**src/rtl/pipeline_stage_controller_pkg.sv**
```systemverilog
// rtl/pipeline_stage_controller_pkg.sv - shared mode codes, FSM states and default stage indices
package pipeline_stage_controller_pkg;

  localparam logic MODE_MULTICYCLE = 1'b0;
  localparam logic MODE_PIPELINED  = 1'b1;

  typedef enum logic [1:0] {
    ST_RESET_HOLD = 2'd0,
    ST_RUN        = 2'd1,
    ST_DRAIN      = 2'd2,
    ST_HALTED     = 2'd3
  } state_t;

  localparam int STAGE_IF  = 0;
  localparam int STAGE_ID  = 1;
  localparam int STAGE_EX  = 2;
  localparam int STAGE_MEM = 3;
  localparam int STAGE_WB  = 4;

  localparam int DEFAULT_NUM_STAGES = STAGE_WB + 1;

endpackage

```
**src/rtl/pipeline_stage_controller_stage_valid_tracker.sv**
```systemverilog
// rtl/pipeline_stage_controller_stage_valid_tracker.sv - per-stage valid shift register with flush mask
module stage_valid_tracker
  import pipeline_stage_controller_pkg::*;
#(
  parameter int NUM_STAGES  = DEFAULT_NUM_STAGES,
  parameter int FLUSH_DEPTH = 2
) (
  input  logic                  clk,
  input  logic                  reset_n,
  input  logic                  load,
  input  logic                  advance,
  input  logic                  insert,
  input  logic                  flush,
  output logic [NUM_STAGES-1:0] valid
);

  logic [NUM_STAGES-1:0] valid_next;

  // Shift every slot one stage older, insert at fetch, and kill the wrong-path slots on a flush
  always_comb begin
    valid_next = {valid[NUM_STAGES-2:0], insert};
    for (int i = 1; i < NUM_STAGES; i++) begin
      if (flush && (i <= FLUSH_DEPTH)) valid_next[i] = 1'b0;
    end
  end

  // Fetch slot becomes valid on entering RUN; afterwards the register moves only on an advance
  always_ff @(posedge clk or negedge reset_n) begin
    if (!reset_n) valid <= '0;
    else if (load) valid <= NUM_STAGES'(1) << STAGE_IF;
    else if (advance) valid <= valid_next;
  end

endmodule

```
**src/rtl/pipeline_stage_controller.sv**
```systemverilog
// rtl/pipeline_stage_controller.sv - N-stage sequencer producing stage, PC and commit write enables
module pipeline_stage_controller
  import pipeline_stage_controller_pkg::*;
#(
  parameter int NUM_STAGES        = DEFAULT_NUM_STAGES,
  parameter int RAM_WREN_STAGE    = STAGE_MEM,
  parameter int REG_WREN_STAGE    = STAGE_WB,
  parameter int FLUSH_DEPTH       = 2,
  parameter int RESET_HOLD_CYCLES = 2,
  parameter int COUNT_WIDTH       = 32
) (
  input  logic                   clk,
  input  logic                   reset_n,
  input  logic                   mode,
  input  logic                   stall_req,
  input  logic                   flush_req,
  input  logic                   halt_req,
  output logic                   pc_wren,
  output logic [NUM_STAGES-2:0]  stage_wren,
  output logic                   ram_wren,
  output logic                   reg_wren,
  output logic                   stage_reset_n,
  output logic [NUM_STAGES-1:0]  stage_valid,
  output logic                   halted,
  output logic [COUNT_WIDTH-1:0] retired_count
);

  localparam int HOLD_W = (RESET_HOLD_CYCLES > 1) ? $clog2(RESET_HOLD_CYCLES) : 1;
  localparam logic [HOLD_W-1:0] HOLD_LAST = HOLD_W'(RESET_HOLD_CYCLES - 1);

  state_t                state_q, state_d;
  logic [HOLD_W-1:0]     hold_q;
  logic                  mode_q;
  logic [NUM_STAGES-1:0] phase_q;
  logic [NUM_STAGES-1:0] pipe_valid;
  logic                  halt_pending_q, flush_pending_q;
  logic                  active, advance, pipe, halt_eff, flush_eff;
  logic                  retire, apply_flush, enter_run;

  assign active    = (state_q == ST_RUN) || (state_q == ST_DRAIN);
  assign advance   = active && !stall_req;
  assign pipe      = (mode_q == MODE_PIPELINED);
  assign halt_eff  = halt_pending_q || halt_req;
  assign flush_eff = pipe && (flush_pending_q || flush_req);
  assign enter_run = (state_q == ST_RESET_HOLD) && (state_d == ST_RUN);

  assign halted        = (state_q == ST_HALTED);
  assign stage_reset_n = (state_q != ST_RESET_HOLD);
  assign stage_valid   = pipe ? pipe_valid : phase_q;

  // FSM state register
  always_ff @(posedge clk or negedge reset_n) begin
    if (!reset_n) state_q <= ST_RESET_HOLD;
    else state_q <= state_d;
  end

  // Next state and write enables; every enable hangs off advance, so a stall gates them all
  always_comb begin
    state_d     = state_q;
    pc_wren     = 1'b0;
    stage_wren  = '0;
    ram_wren    = 1'b0;
    reg_wren    = 1'b0;
    retire      = 1'b0;
    apply_flush = 1'b0;
    unique case (state_q)
      ST_RESET_HOLD: if (hold_q == HOLD_LAST) state_d = ST_RUN;
      ST_RUN, ST_DRAIN: begin
        if (advance) begin
          if (pipe) begin
            stage_wren  = '1;
            pc_wren     = (state_q == ST_RUN) || flush_eff;
            ram_wren    = pipe_valid[RAM_WREN_STAGE];
            reg_wren    = pipe_valid[REG_WREN_STAGE];
            retire      = pipe_valid[NUM_STAGES-1];
            apply_flush = flush_eff;
            if ((state_q == ST_RUN) && halt_eff) state_d = ST_DRAIN;
            else if ((state_q == ST_DRAIN) && (pipe_valid == '0)) state_d = ST_HALTED;
          end else begin
            stage_wren = phase_q[NUM_STAGES-2:0];
            ram_wren   = phase_q[RAM_WREN_STAGE];
            reg_wren   = phase_q[REG_WREN_STAGE];
            pc_wren    = phase_q[NUM_STAGES-1];
            retire     = phase_q[NUM_STAGES-1];
            if (phase_q[NUM_STAGES-1] && halt_eff) state_d = ST_HALTED;
          end
        end
      end
      default: ;
    endcase
  end

  // Reset-hold counter and mode capture at the moment the core starts running
  always_ff @(posedge clk or negedge reset_n) begin
    if (!reset_n) begin
      hold_q <= '0;
      mode_q <= MODE_MULTICYCLE;
    end else if (state_q == ST_RESET_HOLD) begin
      if (enter_run) mode_q <= mode;
      else hold_q <= hold_q + HOLD_W'(1);
    end
  end

  // A halt waits until it can act; a flush is remembered across stalls and consumed by the next advance
  always_ff @(posedge clk or negedge reset_n) begin
    if (!reset_n) begin
      halt_pending_q  <= 1'b0;
      flush_pending_q <= 1'b0;
    end else begin
      halt_pending_q  <= ((state_d == ST_RESET_HOLD) || (state_d == ST_RUN)) && halt_eff;
      flush_pending_q <= active && flush_eff && !advance;
    end
  end

  // Multicycle one-hot phase: starts at fetch, rotates per non-stalled cycle, clears on halt
  always_ff @(posedge clk or negedge reset_n) begin
    if (!reset_n) phase_q <= '0;
    else if (enter_run) phase_q <= NUM_STAGES'(1) << STAGE_IF;
    else if (advance && !pipe) begin
      if (state_d == ST_HALTED) phase_q <= '0;
      else phase_q <= {phase_q[NUM_STAGES-2:0], phase_q[NUM_STAGES-1]};
    end
  end

  // Retired-instruction counter, wraps naturally
  always_ff @(posedge clk or negedge reset_n) begin
    if (!reset_n) retired_count <= '0;
    else if (retire) retired_count <= retired_count + COUNT_WIDTH'(1);
  end

  stage_valid_tracker #(
    .NUM_STAGES (NUM_STAGES),
    .FLUSH_DEPTH(FLUSH_DEPTH)
  ) u_valid (
    .clk    (clk),
    .reset_n(reset_n),
    .load   (enter_run && (mode == MODE_PIPELINED)),
    .advance(advance && pipe),
    .insert (state_q == ST_RUN),
    .flush  (apply_flush),
    .valid  (pipe_valid)
  );

endmodule
```
**config.mk**
```make
export PLATFORM = sky130hd
export DESIGN_NAME = pipeline_stage_controller
export DESIGN_NICKNAME = d
export VERILOG_FILES = /design/src/rtl/pipeline_stage_controller_pkg.sv /design/src/rtl/pipeline_stage_controller_stage_valid_tracker.sv /design/src/rtl/pipeline_stage_controller.sv
export SDC_FILE = /design/constraint.sdc
export NUM_CORES = 1
export LEC_CHECK = 0
export CORE_MARGIN = 2
export CORE_UTILIZATION = 30
export CTS_CLUSTER_SIZE = 14
export DETAILED_ROUTE_END_ITERATION = 16
export SLEW_MARGIN = 20
export SYNTH_ARGS = -nofsm -noshare
export SYNTH_HDL_FRONTEND = slang
export SYNTH_SLANG_ARGS = --single-unit
export TNS_END_PERCENT = 50
```
**constraint.sdc**
```tcl
create_clock -name clk -period 2.63 [get_ports clk]
set_clock_uncertainty 0.1 [all_clocks]
set_input_delay 0.526 -clock clk [delete_from_list [all_inputs] [get_ports clk]]
set_output_delay 0.526 -clock clk [all_outputs]
set_load 0.005 [all_outputs]
```
# Word-level counts from Yosys, hierarchy flattened
# Index checks and enable logic that the tools add are counted.
classes:
  addsub: 2
  n_mul: 0
  div: 0
  magnitude_cmp: 0
  eq_ne: 5
  shifts: 0
  muxes: 30
  n_bitwise: 1
  n_reduce_logical: 29
op_table:
  columns: ["operator", "count"]
  rows:
  - ["$add 32x1->32 const B", 1]
  - ["$mux 5", 6]
  - ["$mux 1", 14]
  - ["$logic_and 1x1->1", 12]
  - ["$mux 2", 6]
  - ["$mux 4", 3]
  - ["$eq 2x2->1 const B", 3]
  - ["$reduce_bool 2->1", 3]
  - ["$logic_not 5->1", 1]
  - ["$logic_or 1x1->1", 5]
  - ["$eq 2x1->1 const B", 2]
  - ["$logic_not 2->1", 2]
  - ["$pmux 2 s2", 1]
  - ["$reduce_and 2->1", 2]
  - ["$logic_not 1->1", 3]
  - ["$reduce_or 2->1", 1]
  - ["$add 1x1->1 const B", 1]
  - ["$not 1->1", 1]
word_totals:
  ff_bits: 48
  latch_bits: 0
  ram_bits: 0
  rom_bits: 0
  inputBits: 6
  out_inout_bits: 46
  word_cells: 75
  n_memories: 0

# Depth between registers and ports, before layout
# Gate-level depths: netlist of the first run.
logic_depth:
  word_depth: 11
  ltp_mapped: 8
  ltp_nobuf: 7

# Cells and area by module
# Synthesis of the first run repeated with hierarchy kept, for this count alone.
hier_totals:
  hier_cells: 236
  hier_area_um2: 2467.4
by_module_without_submodules:
  columns: ["module", "n_inst", "cells_each", "area_per_inst_um2", "seq_area_each_um2"]
  rows:
  - ["pipeline_stage_controller", 1, 219, 2249.7, 1076.0]
  - ["stage_valid_tracker", 1, 17, 217.7, 125.1]

# Least setup slack after synthesis of the first run
# OpenSTA, ideal clock, no wires.
synth_timing:
  kind: "register to register"
  startpoint: "reg state_q[0]"
  endpoint: "reg retired_count[25]"
  setup_time_ps: 79
  arrival_time_ps: 1977
  required_ps: 2451
  slack_ps: 474
  stages_incl_launch_ff: 8
  n_path_buf: 0
  synth_period_minus_slack_ps: 2156
  cell_sequence: "dfrtp_1 > inv_1 > ha_1 > nor2b_1 > nand4_2 > nor4_4 > nor3b_2 > xor2_1"
synth_via:
  elab_chain_len: 5
  elab_cells_between_ends: 7
  classes_between: "eq/ne: 2; mux: 2; reduce/logical: 3"
synth_lines:
  columns: ["item", "line", "source"]
  rows:
  - ["start, declared", "pipeline_stage_controller.sv:31", "state_t state_q, state_d;"]
  - ["start signal, assigned", "pipeline_stage_controller.sv:54", "else state_q <= state_d;"]
  - ["$eq 2x1->1 / $eq 2x2->1 (equally long branches)", "pipeline_stage_controller.sv:40, pipeline_stage_controller.sv:66", null]
  - ["$logic_or 1x1->1", "pipeline_stage_controller.sv:40", "assign active = (state_q == ST_RUN) || (state_q == ST_DRAIN);"]
  - ["$logic_and 1x1->1", "pipeline_stage_controller.sv:41", "assign advance = active && !stall_req;"]
  - ["$mux 1", "pipeline_stage_controller.sv:69", "if (advance) begin"]
  - ["$mux 1 (*)", "pipeline_stage_controller.sv:66", "unique case (state_q)"]
  - ["end signal, assigned", "pipeline_stage_controller.sv:128", "else if (retire) retired_count <= retired_count + COUNT_WIDTH'(1);"]
  - ["end, declared", "pipeline_stage_controller.sv:25", "output logic [COUNT_WIDTH-1:0] retired_count"]
# Mark *: on every way between the ends. The rest lies on a longest branch, timed or not.
# A chain may end at the register's enable or synchronous reset.

# Final worst setup path of the first run
layout_timing:
  startpoint: "reg state_q[1]"
  endpoint: "out reg_wren"
layout_via:
  elab_chain_len: 5
  elab_cells_between_ends: 7
  classes_between: "eq/ne: 2; mux: 2; reduce/logical: 3"
layout_lines:
  columns: ["item", "line", "source"]
  rows:
  - ["$eq 2x1->1 / $eq 2x2->1 (equally long branches)", "pipeline_stage_controller.sv:40, pipeline_stage_controller.sv:66", null]
  - ["$logic_or 1x1->1", "pipeline_stage_controller.sv:40", null]
  - ["$logic_and 1x1->1", "pipeline_stage_controller.sv:41", null]
  - ["$mux 1", "pipeline_stage_controller.sv:69", null]
  - ["$mux 1 (*)", "pipeline_stage_controller.sv:66", null]
  - ["end, declared", "pipeline_stage_controller.sv:21", "output logic reg_wren,"]
# Marked as above.

==> impl_metrics.csv, run 1 <==
group,metric,value,unit
timing,clock.fmax,0.3858,GHz
yosys,synth_common_cells,"dfrtp_1 (48), nand2_1 (30), xnor2_1 (21), nor2_1 (20), nand3_1 (14)",
place,placed_area,3196,sq um
drt,drtIter0Drc,83,
grt,grt_busiest_layer,"met2",
place,dp_slack,0.02325,ns
yosys,netlist-cell-type-count,41,
grt,globalRouteMet2Util,21.57,%
flow_run,drv_cap,0,
yosys,yosysWarnings,0,
floorplan,die_h,94.85,um
cells_and_area,final_nets,325,
outcome,status,"completed",
drt,firstDrtPassIters,5,
cells_and_area,antenna_cells,0,
place,place_congestion,0.8358,
place,port_buffers,51,
clock_network,htree_levels,2,
drt,ant_nets,0,
timing,hold_viol_final,0,
timing,setup_viol,0,
drt,via_count,2056,
cells_and_area,drive_gt1_share,15.24,%
setup_path,cp_max_fo,6,
power_and_ir_drop,leakage,0.001491,uW
setup_path,cp-end-kind,"primary output",
timing,relSlewSlack,62.47,%
timing,worst_pin_slew,0.5629,ns
clock_network,clock-sinks,48,
yosys,ys.flop_type,"dfrtp_1",
yosys,yosysSeqAreaShare,48.51,%
yosys,synth_top_area_cell,"dfrtp_1",
yosys,ys_seq_elements,48,
drt,wirelength,5777,um
hold_path,hp-class,"input port to async pin",
timing,layout_setup_ws,0.03803,ns
place,hpwl,4272,um
setup_path,r2r_end,"retired_count[25]",
grt,grt_util_met1,19.23,%
cells_and_area,syn_to_final_growth,36.13,%
setup_path,cp_data_required_time,2.00,ns
setup_path,r2r_cells,9,
grt,grt_pass1_wl,9791,um
timing,whs,0.1114,ns
yosys,syn-cell-area,2476,sq um
timing,fin_crit_sh,98.55,%
yosys,synth_edf_count,0,
drt,drcViolationCount,0,
setup_path,cp.arrival,1.97,ns
power_and_ir_drop,p_per_area,783.6,nW/um^2
floorplan,dieWidth,94.85,um
floorplan,die-area,8997,sq um
setup_path,start_kind,"register",
floorplan,coreArea,8093,sq um
yosys,yosysTopAreaCellShare,48.51,%
place,placed_cells,408,
grt,grt_overflow_total,0,
drt,wl_per_cell,13.75,um
floorplan,start_util,30.60,%
timing,finalMaxSlewViolations,0,
timing,rsz0062_at_grt,"true",
setup_path,crit_type,"register to primary output",
clock_network,clk_pin_slew,0.09,ns
setup_path,r2r_setup_slack,0.22,ns
yosys,synth.net_count,256,
yosys,avgSynthCellArea,10.11,sq um
yosys,synthCells,245,
cells_and_area,finalNonFillerCells,420,
grt,use_met3,2.235,%
timing,final.min_clock_period,2.592,ns
grt,first_global_vias,2040,
grt,track_usage,13.84,%
yosys,synth.top_cells.by_area,"dfrtp_1 (49%), xnor2_1 (7.4%), nand2_1 (4.5%)",
clock_network,cts-root-buf,"clkbuf_8",
drt,vias_per_cell,4.895,
clock_network,cts_buffer_depth,2,
setup_path,rr_startpoint,"state_q[1]",
grt,antenna_found_initial,0,
grt,grt_max_degree,27,
yosys,synth.most_common_cell,"dfrtp_1",
floorplan,rows,33,
clock_network,cts_tree,"yes",
clock_network,clk_latency,0.30,ns
cells_and_area,design_area,3371,sq um
timing,tns,0,ns
power_and_ir_drop,peakVddDrop,273.5,uV
yosys,async_reset_ff_share,100.0,%
floorplan,io_pins,52,
clock_network,numCtsBuffers,5,
timing repair:
item,CTS,global route
resized for setup,4,3
setup buffers,3,1
hold buffers,0,0
endpoints found under the setup margin,7,7
cloned,0,0
pin swaps,0,1
worst max-delay path: stages, from the launching register on:
cell,delay [ns]
dfrtp_1,0.35
inv_1,0.09
ha_4,0.31
nor2b_1,0.16
buf_4,0.14
and2_4,0.14
clkdlybuf4s50_1,0.49
through the flow:
| stage | util (%) | power, uW |
|---|---|---|
| 6_report | 41.65 | 2641 |
| 5_1_grt | 41.65 | 2836 |
| 4_1_cts | 41.51 | 2632 |
| 3_5_place_dp | 39.49 | 1996 |
| 3_3_place_gp | 39.49 | 1988 |
| 2_1_floorplan | - | 1546 |
cell families after synthesis:
kind of cell / synth area share (%)
flops: 48.51
simple gates: 23.90
xor+xnor: 10.97
mux: 2.728
fa+ha+maj: 2.527
compound gates: 9.348
buf+inv: 2.021
power by group:
| group | internal [uW] | switching [uW] | leakage [uW] | total, uW |
|---|---|---|---|---|
| sequential | 840 | 103 | 0.000640 | 944 |
| combinational | 585 | 555 | 0.000789 | 1140 |
| clock | 311 | 247 | 0.0000614 | 558 |
flip-flops by register name, summed over array words and instances, names as in the netlist:
name	count
halt_pending_q	1
u_valid.valid	5
phase_q	5
flush_pending_q	1
mode_q	1
hold_q	1
state_q	2
retired_count	32
per-layer routing:
| layer | vias to the layer above | wire (um) |
|---|---|---|
| li1 | 989 | - |
| met1 | 1009 | 2842 |
| met2 | 50 | 2614 |
| met3 | 8 | 222 |
| met4 | 0 | 98 |
| met5 | - | 0 |
area by class of cell:
| type | instances | area (sq um) |
|---|---|---|
| sequential | 48 | 1202 |
| multi-input combinational | 184 | 1247 |
| inverter | 8 | 30.03 |
| clock buffer | 6 | 82.58 |
| clock inverter | 2 | 38.79 |
| fill | 809 | 4722 |
| timing repair buffer | 67 | 638.1 |
| tap | 105 | 131.4 |
how the worst max path moves through the flow:
stage,startpoint,end,slack (ns),cells after the start
4_1_cts,state_q[0],reg_wren,0.006,6
6_report,state_q[1],reg_wren,0.04,6
2_1_floorplan,state_q[0],retired_count[25],0.47,7
3_3_place_gp,stall_req,pc_wren,0.05,4
5_1_grt,state_q[0],reg_wren,-0.03,6
3_5_place_dp,stall_req,pc_wren,0.02,4
cells in the final DEF, fill, tap and decap left out, types with 5 or more instances in the layout:
master / instances
clkdlybuf4s50_1: 50
dfrtp_1: 47
nand2_1: 30
xnor2_1: 21
nor2_1: 20
buf_4: 15
nand3_1: 14
a21oi_1: 11
xor2_1: 10
o21ai_0: 9
inv_1: 7
nand4_1: 7
nor3_1: 6
mux2_2: 6
clkbuf_8: 6
and3_1: 5
No activity file was read; power rests on OpenSTA's default activity.
==> run 2, diff against run 1 <==
CTS_CLUSTER_SIZE = default   (was 14)
==> results of run 2 <==
No change in the layout: final DEF, timing and power equal those of run 1.
==> run 3, diff against run 2 <==
SKIP_CTS_REPAIR_TIMING = 1   (was default)
==> run 3 against run 2 <==
  * Sequential share of layout area shrank 0.22 points
  * Hold slack gained 0.0021 ns
  * Combinational power is essentially flat
  * Die area is the same
  * Critical path type is now input port to primary output
  * Register-to-register slack lost 0.06 ns
  * Largest power group unchanged
  * Highest routed layer unchanged
  * Wire length grew 0.47%
  * Clock power is essentially flat
  * Global-route usage shrank 0.27 points
  * Via count is essentially flat
  * First-iteration DRC count grew 29%
  * Design area grew 0.63%
==> impl_metrics.csv, run 3 (synthesis results as in run 1) <==
group,metric,value,unit
outcome,status,"completed",
power_and_ir_drop,p_seq_share,35.8,%
cells_and_area,regMostFlops,"retired_count",
place,hpwl,4272,um
power_and_ir_drop,switchingPower,904.9,uW
cells_and_area,drive_gt1_share,15.56,%
clock_network,clock-sinks,48,
drt,firstDrtPassIters,4,
power_and_ir_drop,p_sw_share,34.15,%
floorplan,dieWidth,94.85,um
place,port_buffers,51,
setup_path,start_kind,"input port",
cells_and_area,layout_common_cells,"dfrtp_1 (47), clkdlybuf4s50_1 (46), nand2_1 (30), xnor2_1 (21), nor2_1 (20)",
timing,layout_setup_ws,0.008013,ns
power_and_ir_drop,p_comb_share,43.2,%
cells_and_area,final_common_cell,"dfrtp_1",
timing,clock.fmax,0.3814,GHz
clock_network,htree_levels,2,
drt,vias_per_cell,4.893,
grt,grt_pass1_wl,9632,um
cells_and_area,syn_to_final_growth,36.99,%
drt,dr_wl_met2,2626,um
floorplan,die_h,94.85,um
drt,routed-wl-met3,239,um
timing,rsz0062_at_grt,"true",
setup_path,cp-end-kind,"primary output",
cells_and_area,fin_util,41.91,%
drt,drtIter0Drc,107,
timing,worst_pin_slew,0.5648,ns
place,dp_slack,0.02325,ns
setup_path,cp.arrival,2.00,ns
place,placed_area,3196,sq um
drt,wl_met1,2840,um
floorplan,start_util,30.60,%
grt,grt_max_degree,27,
clock_network,clk_latency,0.30,ns
floorplan,io_pins,52,
clock_network,cts_tree,"yes",
timing,relSlewSlack,62.35,%
power_and_ir_drop,internal-power,1745,uW
cells_and_area,finalNonFillerCells,420,
grt,grt_overflow_total,0,
power_and_ir_drop,leakage,0.001568,uW
clock_network,clk_pin_slew,0.09,ns
cells_and_area,fillers,801,
drt,via_count,2055,
setup_path,cp_data_required_time,2.00,ns
hold_path,hp-class,"input port to async pin",
drt,drcViolationCount,0,
drt,ant_nets,0,
drt,dr.max_layer_used,"met4",
cells_and_area,final_nets,325,
clock_network,numCtsBuffers,5,
flow_run,drv_cap,0,
floorplan,rows,33,
floorplan,coreArea,8093,sq um
power_and_ir_drop,clockPowerShare,21.0,%
grt,track_usage,13.57,%
place,placed_cells,408,
timing,hold_viol_final,0,
grt,first_global_vias,2020,
cells_and_area,antenna_cells,0,
grt,antenna_found_initial,0,
floorplan,die-area,8997,sq um
drt,wirelength,5804,um
power_and_ir_drop,peakVddDrop,252.0,uV
cells_and_area,largest_reg_flops,32,
setup_path,cp_max_fo,10,
clock_network,cts-root-buf,"clkbuf_8",
setup_path,crit_type,"input port to primary output",
cells_and_area,reg_top3,"retired_count (32), phase_q (5), u_valid.valid (5)",
drt,wl_per_cell,13.82,um
timing,finalMaxSlewViolations,0,
clock_network,cts_buffer_depth,2,
timing,final.min_clock_period,2.622,ns
timing,setup_viol,0,
cells_and_area,design_area,3392,sq um
power_and_ir_drop,p_per_area,781.3,nW/um^2
place,place_congestion,0.8358,
timing,fin_crit_sh,99.70,%
[run 3: changes by cell type in the layout (fill, tap and decap cells not counted), sizes merged]
cell | previous run | this run
clkdlybuf4s50 | 50 | 46
dlymetal6s2s | 0 | 4
[run 3: per-stage QoR]
step | total power [uW] | hold slack [ns] | TNS, ns
3_3_place_gp | 1988 | 0.3725 | 0
5_1_grt | 2843 | 0.1556 | -0.1488
6_report | 2650 | 0.1135 | 0
2_1_floorplan | 1546 | 0.1304 | 0
3_5_place_dp | 1996 | 0.3722 | 0
4_1_cts | 2565 | 0.1332 | -0.9369
[run 3: critical path, stage by stage]
cell and delay, ns:
clkdlybuf4s50_1 0.48, nand2b_1 0.21, buf_4 0.17, nor2_1 0.10
clkdlybuf4s50_1 0.50
[run 3: per-layer routing]
layer,vias up,global-route usage (%)
met2,55,21.16
met5,-,0
met1,1001,18.93
met4,0,5.193
li1,990,-
met3,9,2.155
[run 3: power groups by stage]
stage                     Clock, uW  Sequential (uW)  Combinational, uW
after floorplan                   0              930                616
after global placement            0              961               1030
after detailed placement          0              963               1030
after CTS                       581              949               1030
after global routing            608              968               1270
final                           556              949               1140
[run 3: path summary, 6_finish.rpt]
kind	start	cells after the start	slack (ns)	end
max	stall_req	5	0.008	stage_wren[1]
min	reset_n	1	0.11	flush_pending_q
max reg2reg	state_q[0]	9	0.16	mode_q
min reg2reg	retired_count[31]	1	0.38	retired_count[31]
max in group asynchronous	reset_n	2	1.77	retired_count[3]
min in group clk	retired_count[31]	1	0.38	retired_count[31]
[run 3: layout make-up]
class / count / area [sq um] / area share [%]
multi-input combinational: 184 / 1255 / 37.00
sequential: 48 / 1202 / 35.45
timing repair buffer: 67 / 651.9 / 19.22
tap: 105 / 131.4 / 3.873
clock buffer: 6 / 82.58 / 2.435
clock inverter: 2 / 38.79 / 1.143
inverter: 8 / 30.03 / 0.8853
